File: src/rtl/mux4_lut_pkg.sv
// rtl/mux4_lut_pkg.sv - shared constants and types for the mux4_lut_reg function unit
//
// Contents:
//   MUX4_SEL_W          width of the lookup index {w3,w2,w1,w0}
//   MUX4_TABLE_DEFAULT  reset truth table, f = w3 ? w1 : w0 (w2 don't-care)
//   mux4_idx_t          lookup index type
//   mux4_table_t        16-entry truth-table type
//   mux4_index()        packs the four select bits into an index
package mux4_lut_pkg;

  localparam int MUX4_SEL_W = 4;
  localparam int MUX4_TABLE_W = 1 << MUX4_SEL_W;

  typedef logic [MUX4_SEL_W-1:0]   mux4_idx_t;
  typedef logic [MUX4_TABLE_W-1:0] mux4_table_t;

  localparam mux4_table_t MUX4_TABLE_DEFAULT = 16'hCCAA;

  // w3 is the MSB of the index, w0 the LSB.
  function automatic mux4_idx_t mux4_index(input logic w3, input logic w2,
                                           input logic w1, input logic w0);
    return {w3, w2, w1, w0};
  endfunction

endpackage

File: src/rtl/mux4_lut_reg_mux4to1.sv
// rtl/mux4_lut_reg_mux4to1.sv - 4:1 single-bit multiplexer, building block of the lookup tree
//
// Ports:
//   d    input  4  data bits, d[i] selected when sel == i
//   sel  input  2  select
//   y    output 1  selected bit
module mux4to1 (
  input  logic [3:0] d,
  input  logic [1:0] sel,
  output logic       y
);

  always_comb begin
    y = 1'b0;
    case (sel)
      2'd0: y = d[0];
      2'd1: y = d[1];
      2'd2: y = d[2];
      2'd3: y = d[3];
      default: y = 1'bx;
    endcase
  end

endmodule

File: src/rtl/mux4_lut_reg.sv
// rtl/mux4_lut_reg.sv - registered, runtime-reprogrammable 4-input Boolean function unit
//
// A 16-bit truth table is indexed by {w3,w2,w1,w0} through a two-level tree of
// 4:1 muxes. The table resets to TABLE_INIT and can be rewritten via cfg_we.
//
// Build option:
//   MUX4_LUT_COMB_OUT_EN  when defined, f is driven combinationally from the
//                         table (zero latency); otherwise f is registered.
//
// Ports:
//   clk       input  1   rising-edge clock
//   rst       input  1   asynchronous, active-high reset
//   w0..w3    input  1   select bits (w0 = LSB, w3 = MSB)
//   cfg_we    input  1   table write enable, sampled on clk
//   cfg_data  input  16  new truth table, loaded when cfg_we = 1
//   f         output 1   function output
module mux4_lut_reg
  import mux4_lut_pkg::*;
#(
  parameter logic [15:0] TABLE_INIT = MUX4_TABLE_DEFAULT
) (
  input  logic        clk,
  input  logic        rst,
  input  logic        w0,
  input  logic        w1,
  input  logic        w2,
  input  logic        w3,
  input  logic        cfg_we,
  input  logic [15:0] cfg_data,
  output logic        f
);

  mux4_table_t lut;
  mux4_idx_t   idx;
  logic [3:0]  level1;
  logic        lut_out;

  assign idx = mux4_index(w3, w2, w1, w0);

  // Reset wins over a write pending in the same cycle.
  always_ff @(posedge clk or posedge rst) begin
    if (rst) begin
      lut <= TABLE_INIT;
    end else if (cfg_we) begin
      lut <= cfg_data;
    end
  end

  // First level: each mux picks one bit out of a nibble using {w1,w0}.
  for (genvar g = 0; g < 4; g++) begin : g_level1
    mux4to1 u_mux (
      .d   (lut[4*g +: 4]),
      .sel (idx[1:0]),
      .y   (level1[g])
    );
  end

  // Second level: {w3,w2} picks which nibble's result is used.
  mux4to1 u_mux_level2 (
    .d   (level1),
    .sel (idx[3:2]),
    .y   (lut_out)
  );

`ifdef MUX4_LUT_COMB_OUT_EN
  assign f = lut_out;
`else
  // lut_out reads the table as it stood before this edge, so a write on the
  // same edge only affects lookups from the following edge onwards.
  always_ff @(posedge clk or posedge rst) begin
    if (rst) begin
      f <= 1'b0;
    end else begin
      f <= lut_out;
    end
  end
`endif

endmodule

File: config.mk
export PLATFORM = sky130hd
export DESIGN_NAME = mux4_lut_reg
export DESIGN_NICKNAME = d
export VERILOG_FILES = /design/src/rtl/mux4_lut_pkg.sv /design/src/rtl/mux4_lut_reg_mux4to1.sv /design/src/rtl/mux4_lut_reg.sv
export SDC_FILE = /design/constraint.sdc
export NUM_CORES = 1
export LEC_CHECK = 0
export ABC_AREA = 1
export BUFFER_PORTS_ARGS = -buffer_cell sky130_fd_sc_hd__buf_2
export CAP_MARGIN = 20
export CORE_MARGIN = 2
export CORE_UTILIZATION = 54
export DETAILED_ROUTE_END_ITERATION = 6
export PLACE_DENSITY_LB_ADDON = 0.15
export SLEW_MARGIN = 20
export SYNTH_ARGS = -nofsm -noshare
export SYNTH_HDL_FRONTEND = slang
export SYNTH_SLANG_ARGS = --single-unit
File: constraint.sdc
create_clock -name clk -period 2.4 [get_ports clk]
set_clock_uncertainty 0.05 [all_clocks]
set_input_delay 0 -clock clk [delete_from_list [all_inputs] [get_ports clk]]
set_output_delay 0 -clock clk [all_outputs]
set_load 0.03 [all_outputs]
# Word level (Yosys, flattened, before mapping)
# Cells that the tools add are included.
# word_totals
ff_bits	17
input_bits	23
out_inout_bits	1
wordCells	15
# classes
eq_ne	6
muxes	5
reduce_logical	2
# ops
op	count
$pmux W1 S4	5
$eq A2 B2 Y1 const B	4
$eq A2 B1 Y1 const B	2
$logic_not A2 Y1	2

# Depth between registers and ports, before layout
# logic_depth
word_depth	3
ltp_mapped	6
depth_no_buf	5

# Cells and area by module
# Synthesis repeated with hierarchy kept, for this count alone.
# hier_totals
cells_unflattened	135
hier_area_um2	939.7
# by_module_without_submodules
mod	n_inst	cells_each	area_per_inst_um2
mux4_lut_reg	1	70	683.2
mux4to1	5	13	51.3

# Least setup slack after synthesis
# OpenSTA, ideal clock, no wires.
# synth_path
path_type	register -> register
startpoint	register lut[15]
endpoint	register f
setup_ns	0.070
t_arrival_ns	0.765
setup_slack_ns	1.515
stages_incl_launch_ff	5
cell_sequence	dfstp_2 -> nand3_1 -> nand4_1 -> nand2_1 -> nand4_1
# synth_via
elab_chain_cells	2
# synth_rtl
element	line_no	rtl
start: declaration	mux4_lut_reg.sv:33	mux4_table_t lut;
start signal: assignment	mux4_lut_reg.sv:45	lut <= cfg_data;
$pmux W1 S4 (2 in a row)	mux4_lut_reg_mux4to1.sv:15	case (sel)
net lut_out	mux4_lut_reg.sv:36	logic lut_out;
end signal: assignment	mux4_lut_reg.sv:74	f <= lut_out;
end: declaration	mux4_lut_reg.sv:30	output logic f
# The timed path passes the listed nets, and every way through them passes these cells.
# A chain may end at the register's enable or synchronous reset.

# Final worst setup path
# Ends and elaborated chain as after synthesis.

==> impl_results.md <==
- # diodes: 0
- Worst vdd ir: 340.4 µV
- Fin. max-slew vios: 0
- Post-Synth Adder-Cell Area: 0%
- Die X: 44.30 µm
- Hold_buf cts: 18
- Leak: 0.5634 nW
- Avg Inst Size Synth: 12.01 µm²
- Final net count: 138
- Max Root-Sink Buffers: 2
- Post-layout min period: 0.9684 ns
- Final Cycle Share: 40.35%
- Crit path cell chain: nand3_1 > nand4_1 > nand2_1 > nand4_1
- Antenna viol nets, final: 0
- Top cell type's share of synthesized area: 25.68%
- Drt total wl: 1.628 mm
- Mux contribution to synthesized area: 24.82%
- Clock Pin Slew Worst Setup and Hold Paths: 0.09 ns
- Final setup margin: 1.432 ns
- Vias in the first global route: 697
- Final-report setup violation count: 0
- Synth unique cells: 12
- Skew-Pair Late Insertion Delay: 0.28 ns
- Area leader, netlist: dfrtp_1
- Xor/xnor cell area share of the yosys netlist: 0%
- Initial DRC Count: 18
- Synthesized cell area: 877.1 µm²
- Yosys warning count: 0
- Synthesized Nets: 96
- Routed vias: 666
- Post-CTS Setup Repair Bufs: 0
- Std-Cell Rows: 14
- Setup TNS: 0 ns
- CTS tree: done
- RSZ-0062 raised after global routing: no
- Synth area leaders: dfrtp_1, dfstp_2, mux2_4
- CP peak stage delay: 0.53 ns
- Synth Area in Compound Gates: 0%
- Slowest-stage cell, CP: dfstp_2
- Core Box Area: 1506 µm²
- Synth Register Bits: 17
- Num Clock Sinks: 17
- DRT Pass-1 Iters: 5
- Worst Hold Class: in -> reg
- Total GRT Usage: 19.81%
- DRC viols: 0
- Worst slack, placed: 1.448 ns
- CP arrival: 1.14 ns
- Status: completed
- Crit Path Category: reg -> reg
- CP startpoint kind: flip-flop
- Initial core utilization: 58.22%
- Slew margin rel.: 58.75%
- Maxcap violations: 0
- Slew @ Worst Pin: 0.6181 ns
- P per Cell Area: 531.5 nW/µm²
- Avg WL per Cell: 12.52 µm
- CTS root buf: clkbuf_4
- Cells after synthesis: 73
- Die Area: 1962 µm²
- H-tree depth: 1
- Largest net degree at the start of global routing: 18
- Buf/Inv on CP: 0
- Register area share after synthesis: 49.64%
- Crit path required time: 2.57 ns
- Final Hold Vio Count: 0
- Setup crit end kind: flip-flop
- Area growth syn-to-layout: 32.81%
- I/O Buffers: 23
- Post-DR vias/cell: 5.123
- Simple-Gate Fraction of Synth Area: 16.83%
- Overflow left after global routing: 0
- Crit path max-delay family: flip-flops
- Layout cells sized above 1: 44.74%
- CTS buffer count: 3
- Most common cell on crit path: nand4_1
- First-pass GRT wire length: 2.856 mm
- Top-Level Pins: 24
- Max Clk Rate: 1.033 GHz
- Initial antenna violation count: 0
- Die extent in y: 44.30 µm
- Max FO, Critical Path: 2
- Gp weighted congestion: 0.7958
- Post-CTS resize count: 0
- Combinational family with the most area after synthesis: multiplexers
power breakdown:
part	internal, mW	total, mW	switching, mW
combinational	0.0780	0.130	0.0523
sequential	0.326	0.341	0.0147
clock	0.0646	0.148	0.0835
total	0.469	0.619	0.151
per-stage QoR:
| stage | utilization, % | cells | power, mW | hold slack, ns | area (µm²) |
|---|---|---|---|---|---|
| global route | 77.33 | 130 | 0.6521 | 0.02910 | 1165 |
| global placement | 63.62 | 108 | 0.4514 | 0.04756 | 958.4 |
| floorplan | - | 73 | 0.4276 | -0.1297 | 877.1 |
| CTS | 77.33 | 130 | 0.6252 | 0.008203 | 1165 |
| detailed placement | 63.62 | 108 | 0.4546 | 0.05273 | 958.4 |
| finish | 77.33 | 130 | 0.6191 | 0.01163 | 1165 |
Yosys cell counts:
cell type,n
buf_12,1
nand4_1,5
mux2_4,10
buf_6,3
inv_1,6
nand2_1,9
nand3_1,12
dfrtp_1,9
dfstp_2,8
mux2_2,6
nor2_1,3
nor2_4,1
routing by layer:
layer / global-route usage (%) / vias to the layer above / share of wire [%]
li1: - / 334 / -
met1: 25.72 / 307 / 47
met2: 32.35 / 22 / 48
met3: 2.449 / 3 / 3.1
met4: 10.30 / 0 / 1.2
met5: 0 / - / 0
final cells by class:
class | count | area (µm²)
inverter | 6 | 22.52
multi-input combinational | 46 | 365.4
clock buffer | 4 | 26.28
sequential | 17 | 435.4
tap | 16 | 20.02
fill | 109 | 341.6
timing repair buffer | 41 | 295.3
tightest hold or removal path, delay by kind of cell:
| kind | cells | cell delay (ns) |
|---|---|---|
| buffers and inverters | 1 | 0.11 |
| AND/OR/NAND/NOR | 3 | 0.19 |
sequential cells by signal, indices dropped and copies added, names as in the netlist:
register,flops
f,1
lut,16
final timing paths:
kind,endpoint,depth (start not counted),from,slack (ns)
max,f,4,lut[15],1.43
min,f,4,w2,0.01
max reg2reg,f,4,lut[15],1.43
min reg2reg,lut[9],1,lut[9],0.47
max in group asynchronous,lut[0],3,rst,1.63
min in group asynchronous,lut[6],3,rst,0.28
placed cells by master, fill, tap and decap left out, drive strengths merged:
cell type,count
buf,23
clkbuf,4
dfrtp,9
dfstp,8
dlygate4sd3,18
inv,6
mux2,16
nand2,9
nand3,12
nand4,5
nor2,4
logic make-up (layout without fill, tap and decap cells):
| kind of cell | after synthesis | in the layout |
|---|---|---|
| buffers and inverters | 10 | 51 |
| and+or+nand+nor | 30 | 30 |
| muxes | 16 | 16 |
| DFF | 17 | 17 |
No activity file was read; power rests on OpenSTA's default activity.
